==> config.mk <==
export PLATFORM = sky130hd
export DESIGN_NAME = pdm_cic_array_flat
export DESIGN_NICKNAME = d
export VERILOG_FILES = /design/src/rtl/pdm_cic_array_if.sv /design/src/rtl/pdm_cic_array.sv /design/src/flat_wrapper.sv
export SDC_FILE = /design/constraint.sdc
export NUM_CORES = 1
export LEC_CHECK = 0
export ABC_AREA = 0
export CAP_MARGIN = 20
export CORE_MARGIN = 2
export CORE_UTILIZATION = 69
export CTS_BUF_LIST = sky130_fd_sc_hd__clkbuf_16
export DETAILED_ROUTE_END_ITERATION = 7
export PLACE_DENSITY = 0.95
export REMOVE_ABC_BUFFERS = 1
export SYNTH_ARGS = -nofsm -noshare
export SYNTH_HDL_FRONTEND = slang
export SYNTH_SLANG_ARGS = --single-unit
==> constraint.sdc <==
create_clock -name clk -period 6 [get_ports clk]
set_input_delay 0.9 -clock clk [delete_from_list [all_inputs] [get_ports clk]]
set_output_delay 0.9 -clock clk [all_outputs]
set_load 0.01 [all_outputs]
==> src/rtl/pdm_cic_array_if.sv <==
// ----------------------------------------------------------------------------
// pdm_cic_array_if
//   PCM output channel of the PDM CIC decimator array. It carries one frame
//   of NCH unsigned samples per handshake, with a sequence number and a
//   sticky overrun flag.
//
//   Signals:
//     out_valid    producer -> consumer  frame available
//     out_ready    consumer -> producer  frame accepted when valid && ready
//     out_data     producer -> consumer  channel i at [i*OUT_W +: OUT_W]
//     out_seq      producer -> consumer  computed-sample index of the frame
//     overrun      producer -> consumer  sticky: a frame was overwritten
//     overrun_clr  consumer -> producer  one-cycle clear of overrun
//
//   Modports: master (decimator side), slave (back-end side).
// ----------------------------------------------------------------------------
interface pdm_cic_array_if #(
    parameter int NCH   = 2,
    parameter int OUT_W = 16,
    parameter int SEQ_W = 8
);
    logic                 out_valid;
    logic                 out_ready;
    logic [NCH*OUT_W-1:0] out_data;
    logic [SEQ_W-1:0]     out_seq;
    logic                 overrun;
    logic                 overrun_clr;

    modport master (
        output out_valid,
        output out_data,
        output out_seq,
        output overrun,
        input  out_ready,
        input  overrun_clr
    );

    modport slave (
        input  out_valid,
        input  out_data,
        input  out_seq,
        input  overrun,
        output out_ready,
        output overrun_clr
    );
endinterface

==> src/rtl/pdm_cic_array.sv <==
// ----------------------------------------------------------------------------
// pdm_cic_array
//   Multi-channel PDM-to-PCM CIC decimator. NCH microphone bits are sampled
//   on each pdm_ce strobe and fed through ORDER integrators per channel. Once
//   every DECIM strobes the last integrator is captured and pushed through an
//   ORDER-stage comb pipeline (one stage per clk). Each comb result is
//   truncated to its OUT_W most significant bits and presented as one frame
//   on a valid/ready channel.
//
//   Ports:
//     clk       system clock
//     rst_n     asynchronous active-low reset
//     pdm_ce    one-clk strobe per PDM sample
//     pdm_data  NCH mic bits, bit i = channel i, sampled when pdm_ce=1
//     pcm       pdm_cic_array_if.master: out_valid/out_ready/out_data/
//               out_seq/overrun/overrun_clr
//
//   Parameters: NCH, ORDER (1..5), DECIM (power of two, >= ORDER+2),
//   OUT_W (<= ACC_W), SEQ_W, MARK_PERIOD. ACC_W = ORDER*log2(DECIM)+1 is
//   derived and cannot be overridden.
//
//   Optional build macro CIC_FRAME_MARK_EN: when defined, every emitted frame
//   whose out_seq mod MARK_PERIOD equals MARK_PERIOD-1 carries all ones on
//   channel 0 as a host alignment marker. When undefined no marker logic is
//   built and MARK_PERIOD is ignored.
// ----------------------------------------------------------------------------
module pdm_cic_array #(
    parameter int NCH         = 2,
    parameter int ORDER       = 3,
    parameter int DECIM       = 256,
    parameter int OUT_W       = 16,
    parameter int SEQ_W       = 8,
    parameter int MARK_PERIOD = 512
) (
    input  logic           clk,
    input  logic           rst_n,
    input  logic           pdm_ce,
    input  logic [NCH-1:0] pdm_data,
    pdm_cic_array_if.master pcm
);

    // Bit growth of an ORDER-stage CIC with ratio DECIM is ORDER*log2(DECIM);
    // the extra bit keeps the full-scale value 2^(ORDER*log2(DECIM)) exact.
    localparam int ACC_W  = ORDER * $clog2(DECIM) + 1;
    localparam int CNT_W  = $clog2(DECIM);
    localparam int WARM_W = $clog2(ORDER + 1);

    if (NCH < 1) begin : g_bad_nch
        $error("pdm_cic_array: NCH must be >= 1");
    end
    if (ORDER < 1 || ORDER > 5) begin : g_bad_order
        $error("pdm_cic_array: ORDER must be in 1..5");
    end
    if ((DECIM & (DECIM - 1)) != 0 || DECIM < ORDER + 2) begin : g_bad_decim
        $error("pdm_cic_array: DECIM must be a power of two and >= ORDER+2");
    end
    if (OUT_W < 1 || OUT_W > ACC_W) begin : g_bad_out_w
        $error("pdm_cic_array: OUT_W must be in 1..ACC_W");
    end
    if (MARK_PERIOD < 1) begin : g_bad_mark_period
        $error("pdm_cic_array: MARK_PERIOD must be >= 1");
    end

    // MSB truncation of a comb result, no rounding. Shifting the whole word
    // keeps the conversion a plain bit selection.
    function automatic logic [OUT_W-1:0] trunc_out(input logic [ACC_W-1:0] v);
        return OUT_W'(v >> (ACC_W - OUT_W));
    endfunction

`ifdef CIC_FRAME_MARK_EN
    function automatic logic is_mark(input logic [SEQ_W-1:0] s);
        return (32'(s) % MARK_PERIOD) == (MARK_PERIOD - 1);
    endfunction
`endif

    logic [CNT_W-1:0]  dec_cnt;
    logic              tick;
    logic [ACC_W-1:0]  integ    [NCH][ORDER];
    logic [ACC_W-1:0]  cap_p0   [NCH];
    logic [ACC_W-1:0]  comb_in  [NCH][ORDER];
    logic [ACC_W-1:0]  comb_p   [NCH][ORDER];
    logic [ACC_W-1:0]  comb_dly [NCH][ORDER];
    // vld_p[0]: capture register holds a new sample;
    // vld_p[k]: comb stage k holds a new result (k = 1..ORDER).
    logic [ORDER:0]    vld_p;
    logic [WARM_W-1:0] warm_cnt;
    logic [SEQ_W-1:0]  seq_cnt;
    logic              warm_done;
    logic              load;
    logic              emit;
    logic [NCH*OUT_W-1:0] frame;

    assign tick = pdm_ce && (dec_cnt == CNT_W'(DECIM - 1));

    // ---- integrator section: advances only on pdm_ce ----
    // DECIM is a power of two, so the counter wraps to 0 on its own.
    always_ff @(posedge clk or negedge rst_n) begin
        if (!rst_n) begin
            dec_cnt <= '0;
        end else if (pdm_ce) begin
            dec_cnt <= dec_cnt + CNT_W'(1);
        end
    end

    // Every stage adds the pre-edge value of the stage before it, so each
    // stage is one register; wrap-around modulo 2^ACC_W is cancelled by the
    // combs.
    always_ff @(posedge clk or negedge rst_n) begin
        if (!rst_n) begin
            for (int ch = 0; ch < NCH; ch++) begin
                for (int k = 0; k < ORDER; k++) begin
                    integ[ch][k] <= '0;
                end
            end
        end else if (pdm_ce) begin
            for (int ch = 0; ch < NCH; ch++) begin
                integ[ch][0] <= integ[ch][0] + ACC_W'(pdm_data[ch]);
                for (int k = 1; k < ORDER; k++) begin
                    integ[ch][k] <= integ[ch][k] + integ[ch][k-1];
                end
            end
        end
    end

    // ---- p0: decimated capture of the last integrator ----
    always_ff @(posedge clk or negedge rst_n) begin
        if (!rst_n) begin
            for (int ch = 0; ch < NCH; ch++) begin
                cap_p0[ch] <= '0;
            end
        end else if (tick) begin
            for (int ch = 0; ch < NCH; ch++) begin
                cap_p0[ch] <= integ[ch][ORDER-1];
            end
        end
    end

    always_ff @(posedge clk or negedge rst_n) begin
        if (!rst_n) begin
            vld_p <= '0;
        end else begin
            vld_p <= {vld_p[ORDER-1:0], tick};
        end
    end

    // ---- p1..pORDER: comb pipeline, one stage per clk ----
    always_comb begin
        for (int ch = 0; ch < NCH; ch++) begin
            comb_in[ch][0] = cap_p0[ch];
            for (int k = 1; k < ORDER; k++) begin
                comb_in[ch][k] = comb_p[ch][k-1];
            end
        end
    end

    // The differential delay is one decimated sample, so each delay register
    // moves only when its stage sees a new sample, not on every clk.
    always_ff @(posedge clk or negedge rst_n) begin
        if (!rst_n) begin
            for (int ch = 0; ch < NCH; ch++) begin
                for (int k = 0; k < ORDER; k++) begin
                    comb_p[ch][k]   <= '0;
                    comb_dly[ch][k] <= '0;
                end
            end
        end else begin
            for (int k = 0; k < ORDER; k++) begin
                if (vld_p[k]) begin
                    for (int ch = 0; ch < NCH; ch++) begin
                        comb_p[ch][k]   <= comb_in[ch][k] - comb_dly[ch][k];
                        comb_dly[ch][k] <= comb_in[ch][k];
                    end
                end
            end
        end
    end

    // ---- output register: warm-up gating, sequence and handshake ----
    // The first ORDER results still contain the comb start-up transient;
    // they are counted in out_seq but never presented.
    assign load      = vld_p[ORDER];
    assign warm_done = (warm_cnt == WARM_W'(ORDER));
    assign emit      = load && warm_done;

    always_comb begin
        frame = '0;
        for (int ch = 0; ch < NCH; ch++) begin
            frame[ch*OUT_W +: OUT_W] = trunc_out(comb_p[ch][ORDER-1]);
        end
`ifdef CIC_FRAME_MARK_EN
        if (is_mark(seq_cnt)) begin
            frame[OUT_W-1:0] = '1;
        end
`endif
    end

    always_ff @(posedge clk or negedge rst_n) begin
        if (!rst_n) begin
            warm_cnt      <= '0;
            seq_cnt       <= '0;
            pcm.out_valid <= 1'b0;
            pcm.out_data  <= '0;
            pcm.out_seq   <= '0;
            pcm.overrun   <= 1'b0;
        end else begin
            if (load) begin
                seq_cnt <= seq_cnt + SEQ_W'(1);
                if (!warm_done) begin
                    warm_cnt <= warm_cnt + WARM_W'(1);
                end
            end

            // A load wins over acceptance on the same edge: the new frame
            // replaces the accepted one and valid simply stays high.
            if (emit) begin
                pcm.out_valid <= 1'b1;
                pcm.out_data  <= frame;
                pcm.out_seq   <= seq_cnt;
            end else if (pcm.out_valid && pcm.out_ready) begin
                pcm.out_valid <= 1'b0;
            end

            // Setting has priority over a simultaneous clear.
            if (emit && pcm.out_valid && !pcm.out_ready) begin
                pcm.overrun <= 1'b1;
            end else if (pcm.overrun_clr) begin
                pcm.overrun <= 1'b0;
            end
        end
    end

endmodule

==> src/flat_wrapper.sv <==
// flat-port wrapper written by rule: the top's interface ports become plain ports
module pdm_cic_array_flat 
#(
    parameter int NCH         = 2,
    parameter int ORDER       = 3,
    parameter int DECIM       = 256,
    parameter int OUT_W       = 16,
    parameter int SEQ_W       = 8,
    parameter int MARK_PERIOD = 512
)
  (clk, rst_n, pdm_ce, pdm_data, pcm_out_valid, pcm_out_data, pcm_out_seq, pcm_overrun, pcm_out_ready, pcm_overrun_clr);
  pdm_cic_array_if #(.NCH(NCH), .OUT_W(OUT_W), .SEQ_W(SEQ_W)) pcm_i ();
  input  logic clk;
  input  logic rst_n;
  input  logic pdm_ce;
  input  logic [NCH-1:0] pdm_data;
  output wire logic [$bits(pcm_i.out_valid)-1:0] pcm_out_valid;
  output wire logic [$bits(pcm_i.out_data)-1:0] pcm_out_data;
  output wire logic [$bits(pcm_i.out_seq)-1:0] pcm_out_seq;
  output wire logic [$bits(pcm_i.overrun)-1:0] pcm_overrun;
  input wire logic [$bits(pcm_i.out_ready)-1:0] pcm_out_ready;
  input wire logic [$bits(pcm_i.overrun_clr)-1:0] pcm_overrun_clr;
  assign pcm_out_valid = pcm_i.out_valid;
  assign pcm_out_data = pcm_i.out_data;
  assign pcm_out_seq = pcm_i.out_seq;
  assign pcm_overrun = pcm_i.overrun;
  assign pcm_i.out_ready = pcm_out_ready;
  assign pcm_i.overrun_clr = pcm_overrun_clr;
  pdm_cic_array #(.NCH(NCH), .ORDER(ORDER), .DECIM(DECIM), .OUT_W(OUT_W), .SEQ_W(SEQ_W), .MARK_PERIOD(MARK_PERIOD)) u_core (.clk(clk), .rst_n(rst_n), .pdm_ce(pdm_ce), .pdm_data(pdm_data), .pcm(pcm_i));
endmodule
### Word-level counts from Yosys, hierarchy flattened

Cells that the tools add are included.

| word-level totals | value |
|---|---|
| register bits after elaboration | 564 |
| bits of input ports | 7 |
| output and inout port bits | 42 |
| word-level logic and storage cells | 59 |

| operators by class | value |
|---|---|
| add/subtract/negate cells | 15 |
| eq/ne operators | 2 |
| multiplexer cells | 4 |
| bitwise gates (word level) | 1 |
| reductions and logical operators | 9 |

Operators with widths:

| kind | number |
|---|---|
| $sub A25 B25 Y25 | 6 |
| $add A25 B25 Y25 | 4 |
| $add A25 B1 Y25 | 2 |
| $add A8 B1 Y8 const B | 2 |
| $eq A8 B8 Y1 const B | 1 |
| $logic_and A1 B1 Y1 | 5 |
| $mux W1 | 4 |
| $reduce_bool A2 Y1 | 2 |
| $add A2 B1 Y2 const B | 1 |
| $eq A2 B2 Y1 const B | 1 |
| $reduce_and A2 Y1 | 1 |
| $logic_not A1 Y1 | 1 |
| $not A1 Y1 | 1 |

### Logic depth before layout (Yosys ltp)

Gate-level depths: netlist of run 1.

| depth | value |
|---|---|
| depth after elaboration | 5 |
| gate-level depth with buffers | 12 |
| mapped depth without buffers | 12 |

### Least setup slack after synthesis of run 1

Ideal clock, no wire load.

| path | value |
|---|---|
| kind | reg-to-reg |
| start | register u_core.integ[75] (netlist name) |
| end | register u_core.integ[95] (netlist name) |
| library setup time | 0.125 ns |
| data arrival time | 2.553 ns |
| data required time | 5.875 ns |
| slack | 3.322 ns |
| cell stages (with the launch flop) | 12 |
| buffers on the path | 0 |
| path through | dfrtp_1 > ha_1 > fa_1 > a21o_1 > a21boi_0 > o21a_1 > o31ai_1 > a211oi_1 > nand2_1 > a21oi_1 > xnor2_1 > mux2_2 |

| between the ends | value |
|---|---|
| cells in the longest elaborated chain, start to end | 1 |

RTL lines:

| what | line | source |
|---|---|---|
| start: declaration | pdm_cic_array.sv:78 | `logic [ACC_W-1:0] integ [NCH][ORDER];` |
| start signal: indexed assignment | pdm_cic_array.sv:117 | `integ[ch][0] <= integ[ch][0] + ACC_W'(pdm_data[ch]);` |
| start signal: indexed assignment | pdm_cic_array.sv:119 | `integ[ch][k] <= integ[ch][k] + integ[ch][k-1];` |
| $add A25 B25 Y25 | pdm_cic_array.sv:119 |  |

No other way between the ends.
A chain may end at the register's enable or synchronous reset.

### Worst setup path after layout of run 1

| path | value |
|---|---|
| start | register u_core.integ[75] (netlist name) |
| end | register u_core.integ[99] (netlist name) |

The elaborated chain is that of the path after synthesis.

==> out/results.ini, run 1 <==
[outcome]
status = complete, no violations

[power_and_ir_drop]
p_int_w = 0.00727
ir_drop_mv = 0.270
combPwrFrac_pct = 24.8
sw_frac_of_total_pct = 30.5
leakage_nw = 17.2
clkPwrFrac_pct = 33.8
power_frac_seq_pct = 41.4
p_sw_w = 0.00319
powerDensity_nw_per_um2 = 302

[sta]
timing.hold.ws_ns = 0.363
setup_ws_ns = 2.84
finalHoldViolCount = 0
max_freq_mhz = 316
rsz0062_at_grt = no
fin_setup_tns_ns = 0
max-slew-margin-rel_pct = 31.7
min_period_ns = 3.16
period_share_pct = 52.7
clock_skew_ns = 0.0151
worst_slew_pin_slew_ns = 1.02
maxSlewViolCount = 0
finalSetupViolations = 0

[grt]
grt_overflow_total = 0
antenna_found_initial = 0
grt_pass1_vias = 24752
grtUsageTotal_pct = 29.3
grt_max_degree = 146
grt_pass1_wl_um = 117000

[logic_synthesis]
synth_compound_area_share_pct = 17.1
syn-cell-area_um2 = 31800
synthMuxAreaShare_pct = 6.93
synthAdderAreaFrac_pct = 10.1
ys_seq_area_share_pct = 42.9
synth_top_family_by_area = compound AO/OA/AOI/OAI gates
ys_async_sr_fraction_pct = 100
ys.flop_type = dfrtp_1
synthCells = 3301
synth-xor-area-share_pct = 5.97
synth-edff-count = 0
synth_cell_types = 86
synthSimpleGateAreaFrac_pct = 13.1
ys_ff_latch = 546
yosys_warnings = 0
avgSynthCellArea_um2 = 9.64

[cells_and_area]
design_area_um2 = 34600
diodes = 0
final_common_cell = dfrtp_1
area_growth_pct = 8.81
layout.nets = 3567
drive_gt1_share_pct = 9.96
mostFrequentLayoutCells = dfrtp_1, nand2_1, ha_1
fin_cells = 3952

[cts]
postCtsSetupBuffers = 0
h-tree-depth = 2
clk_transition_reported_paths_ns = 0.06
cts.sinks = 546
cts-resized-gates = 0
cts_hold_buffers = 0
cts_buffer_depth = 3
cts_tree = yes
cts_made_buffers = 55
cts_root_buffer = clkbuf_16
clk_latency_ns = 0.61

[setup_path]
crit_type = reg2reg
crit_required_ns = 6.52
critPathArrivalTime_ns = 3.68
critPathLaunchType = flop
worst-path-max-fanout = 3
setup.worst_path.end_class = flop
reg2reg_slack_ns = 2.84

[routing]
drt.antenna.violating_nets = 0
drt_iter0_drc = 2082
route.vias.total = 24519
wirelength_um = 68000
wire_per_inst_um = 17.2
drt_pre_antenna_iters = 6
post-route-drc-count = 0
viasPerCell = 6.20

[hold_path]
min_path_type = in2async

[floorplan]
dieArea_um2 = 47900
fp-row-count = 78
coreArea_um2 = 45500
io_pins = 49
die_h_um = 219
die_w_um = 219
start_util_pct = 70.0

[place]
hpwl_um = 44600
io_buffers = 48
placedInstanceArea_um2 = 32800
dpl.cell_count = 3850
pre_cts_ws_ns = 2.83
place_congestion = 0.939

[run]
cap_violations = 0

## critical path: stages (launching register included)
cell	delay [ns]
dfrtp_1	0.40
ha_1	0.24
fa_1	0.41
a21o_1	0.20
a21boi_0	0.32
o21a_1	0.21
o31ai_1	0.12
a211oi_1	0.42
a31oi_1	0.21
mux2i_1	0.15
o21ai_0	0.24
xnor2_1	0.16
## power by group through the flow
stage / registers (W) / logic [W] / clock network, W
3_3_place_gp: 0.00435 / 0.00236 / 0
2_1_floorplan: 0.00426 / 0.00202 / 0
3_5_place_dp: 0.00437 / 0.00249 / 0
6_report: 0.00433 / 0.00260 / 0.00354
5_1_grt: 0.00436 / 0.00290 / 0.00372
4_1_cts: 0.00432 / 0.00257 / 0.00357
## cell type report
type | count | area (um^2)
sequential | 546 | 13700
clock buffer | 57 | 1430
inverter | 215 | 807
timing repair buffer | 62 | 613
tap | 600 | 751
fill | 2634 | 10800
clock inverter | 45 | 428
multi-input combinational | 2427 | 16900
## layer usage
metal / part of all wire [%] / global-route usage (%)
met1: 43 / 37.1
met2: 50 / 52.0
met3: 4.6 / 4.01
met4: 3.0 / 9.64
met5: 0 / 0
## Yosys cell counts, types with 6 or more instances
master,count,area (um^2)
buf_1,8,30.0
and2_1,11,68.8
a311oi_1,6,52.6
nand2_1,469,1760
o22ai_1,6,37.5
o31ai_1,27,203
dfrtp_1,546,13700
a21oi_1,196,981
or2_2,8,50.1
xor2_1,68,596
fa_1,8,160
mux2_2,188,2120
a31oi_1,18,113
ha_1,245,3070
or3_1,26,163
nor3b_1,8,60.1
o211ai_1,17,128
a211o_1,7,61.3
o2111ai_1,13,114
nor2b_1,26,163
nand4b_1,7,61.3
nand2b_1,25,156
nor3_1,41,205
a21o_1,130,976
a21boi_0,15,113
o21ai_0,236,1180
and3_1,35,219
nand3_1,56,280
nor2_1,133,499
xnor2_1,149,1310
inv_1,214,803
mux2i_1,9,90.1
clkbuf_1,103,387
o21bai_1,27,203
nand3b_1,10,75.1
o311ai_0,12,105
o21a_1,35,263
a211oi_1,16,120
nand4_1,39,244
o21ai_1,12,60.1
a31o_2,7,61.3
## cell families after synthesis
family / count (synthesis)
simple gates: 913
fa+ha+maj: 253
flops: 546
buf+inv: 328
mux: 197
compound gates: 847
xor+xnor: 217
## registers in the layout, indices dropped and copies added (netlist names)
signal,cells
u_core.cap_p0,50
u_core.comb_dly,150
u_core.pcm.out_valid,1
u_core.dec_cnt,8
u_core.pcm.overrun,1
u_core.comb_in,100
u_core.warm_cnt,2
u_core.seq_cnt,8
u_core.vld_p,4
u_core.integ,150
u_core.comb_p,32
u_core.pcm.out_seq,8
u_core.pcm.out_data,32
## path summary, 6_finish.rpt
check / startpoint / endpoint / depth (start not counted)
min: rst_n / u_core.integ[50] / 1
max reg2reg: u_core.integ[75] / u_core.integ[99] / 11
max: u_core.integ[75] / u_core.integ[99] / 11
min reg2reg: u_core.comb_p[96] / u_core.comb_p[96] / 1
min in group clk: u_core.comb_p[96] / u_core.comb_p[96] / 1
max in group asynchronous: rst_n / u_core.vld_p[1] / 2
## through the flow
step           util [%]  power [W]
6_report           76.2     0.0105
5_1_grt            76.2     0.0110
4_1_cts            76.2     0.0105
3_5_place_dp       72.1    0.00687
3_3_place_gp       72.1    0.00671
2_1_floorplan         -    0.00628
(Power assumes the default switching activity.)
==> run 2, diff against run 1 <==
CORE_UTILIZATION = 58   (was 69)
PLACE_DENSITY = 0.86   (was 0.95)
clock period = 2.61 ns   (was 6 ns; I/O delays follow)
==> run 2 against run 1 <==
Effect of this change: largest power group unchanged; sequential cell count unchanged; power rose to 2.6 times the previous value; count of clock-buffer cells in the layout down 2; maximum frequency up 11%; cell count up 9.2%; global-route usage down 5.3 points; the run now ends with setup timing left; wire length up 13%; die area up 19%.
==> out/results.ini, run 2 (synthesis results as in run 1) <==
[outcome]
status = complete, but fails checks
failed_checks = setup timing

[cells_and_area]
area_growth_pct = 19.9
layout.nets = 3841  ; +7.7%
n_fill_cell = 3374  ; +28%
final_common_cell = dfrtp_1
mostFrequentLayoutCells = dfrtp_1, nand2_1, buf_4
diodes = 0  ; unchanged
drive_gt1_share_pct = 21.8  ; +12 points

[grt]
grt_pass1_wl_um = 117000  ; -0.53%
grt_overflow_total = 0  ; unchanged
antenna_found_initial = 0  ; unchanged
grtUsageTotal_pct = 24.1  ; -5.3 points
grt_max_degree = 141  ; -3.4%
grt_pass1_vias = 25064  ; +1.3%

[hold_path]
min_path_type = in2reg
min_path_cells = 3
hold_start = pdm_ce

[cts]
clk_transition_reported_paths_ns = 0.06  ; about the same
cts.sinks = 546  ; unchanged
clk_latency_ns = 0.62  ; about the same
cts_buffer_depth = 3  ; unchanged
h-tree-depth = 2  ; unchanged
cts_root_buffer = clkbuf_16
cts_tree = yes
cts_made_buffers = 54  ; -1.8%

[routing]
wire_per_inst_um = 17.9  ; +3.8%
drt.antenna.violating_nets = 0  ; unchanged
wirelength_um = 77100  ; +13%
viasPerCell = 6.03  ; -2.8%
drt_pre_antenna_iters = 7  ; +1
route.vias.total = 26027  ; +6.2%
drt_iter0_drc = 2074  ; -0.38%
post-route-drc-count = 0  ; unchanged

[setup_path]
worst-path-max-fanout = 4  ; +1
cp-startpoint = u_core.integ[25]
setup.worst_path.end_class = flop
critPathLaunchType = flop
crit_required_ns = 3.16  ; -3.36 ns
regToRegStartpoint = u_core.integ[25]
crit_type = reg2reg
critPathArrivalTime_ns = 3.41  ; -0.27 ns
r2r_cells = 12  ; +1

[sta]
max_freq_mhz = 350  ; +11%
maxSlewViolCount = 0  ; unchanged
rsz0062_at_grt = yes
min_period_ns = 2.86  ; -0.301 ns
clock_skew_ns = 0.0125  ; -0.00262 ns
timing.hold.ws_ns = 0.168  ; -0.195 ns
period_share_pct = 110  ; +57 points
finalSetupViolations = 47  ; +47
worst_slew_pin_slew_ns = 0.878  ; -0.143 ns
setup_ws_ns = -0.249  ; -3.09 ns
max-slew-margin-rel_pct = 41.5  ; +9.8 points
finalHoldViolCount = 0  ; unchanged

[place]
io_buffers = 48  ; unchanged
hpwl_um = 44900  ; +0.78%
place_congestion = 0.932  ; -0.72%
pre_cts_ws_ns = -0.294  ; -3.12 ns

[power_and_ir_drop]
powerDensity_nw_per_um2 = 711  ; +140%
power_frac_seq_pct = 36.8  ; -4.6 points
leakage_nw = 18.8  ; +9.3%
p_int_w = 0.0184  ; +150%
sw_frac_of_total_pct = 32.1  ; +1.6 points
combPwrFrac_pct = 33.9  ; +9.1 points
clkPwrFrac_pct = 29.3  ; -4.5 points
p_sw_w = 0.00871  ; +170%
finalPower_w = 0.0271  ; +160%
ir_drop_mv = 0.531  ; +97%

[floorplan]
io_pins = 49  ; unchanged
die_h_um = 238  ; +8.9%
fp-row-count = 85  ; +9.0%
dieArea_um2 = 56800  ; +19%
die_w_um = 238  ; +8.9%
start_util_pct = 58.9  ; -11 points
coreArea_um2 = 54000  ; +19%

[run]
cap_violations = 0  ; unchanged

## run 2: changes by cell type in the layout (fill, tap and decap cells not counted), moves of 10 or more
cell	before	now
o21ai_0	236	213
ha_1	245	210
buf_4	13	269
buf_12	2	15
o311ai_0	12	2
a21oi_2	2	38
ha_4	0	31
a21oi_1	196	155
mux2_2	188	172
a21boi_0	15	5
mux2_4	0	16
o21ai_2	2	17
## run 2: metrics by stage
| step | std cells | TNS, ns | utilization, % | cell area [um^2] |
|---|---|---|---|---|
| CTS | 4277 | -0.250 | 68.5 | 37000 |
| detailed placement | 4141 | -7.05 | 63.9 | 34500 |
| global placement | 4141 | -3.14 | 63.9 | 34500 |
| global route | 4317 | -8.30 | 70.7 | 38200 |
| floorplan | 3188 | -132.14 | - | 31400 |
| finish | 4317 | -3.58 | 70.7 | 38200 |
## run 2: final timing paths
kind | endpoint | slack [ns]
worst min-delay path | u_core.integ[52] | 0.17
min in group asynchronous | u_core.integ[25] | 0.31
worst max register to register | u_core.integ[22] | -0.25
worst min register to register | u_core.comb_p[91] | 0.48
worst max-delay path | u_core.integ[22] | -0.25
max in group asynchronous | u_core.vld_p[2] | 1.53
## run 2: cell type report
cell class              count  area, um^2  share of cell area (%)
clock inverters            41         394                    1.03
flip-flops and latches    546       13700                    35.8
clock buffers              55        1380                    3.61
multi-input cells        2427       18200                    47.6
inverters                 215         810                    2.12
repair buffers            337        2860                    7.50
well taps                 696         871                    2.28
## run 2: metal layers
layer	part of all wire (%)	track usage (%)	routed length, um
met3	4.7	2.57	3610
met1	41	30.7	31800
met4	3.5	8.47	2660
met2	51	42.5	39000
met5	0	0	0
## run 2: power groups by stage
stage          clock, W  sequential [W]  combinational [W]
6_report        0.00794          0.0100            0.00920
3_3_place_gp          0         0.00991            0.00644
2_1_floorplan         0         0.00980            0.00465
3_5_place_dp          0         0.00997            0.00670
4_1_cts         0.00799         0.00985            0.00772
5_1_grt         0.00836          0.0100            0.00979
## run 2: critical path, cell delays in order (launching register included)
cell and delay (ns):
dfrtp_1 0.37, buf_6 0.12, ha_4 0.13, fa_2 0.21
a21oi_2 0.06, o21bai_2 0.23, a31oi_4 0.15, o211ai_1 0.25
o211ai_2 0.23, o31ai_4 0.33, a21oi_2 0.12, or4b_4 0.51
nand4_1 0.08
## run 2: repair_timing
| action | in CTS | in global routing |
|---|---|---|
| gates resized for setup | 115 | 174 |
| hold buffers | 1 | 0 |
| setup buffers | 39 | 49 |
| hold endpoints to repair | 41 | 0 |
| setup endpoints to repair | 76 | 111 |
| pin swaps | 67 | 131 |
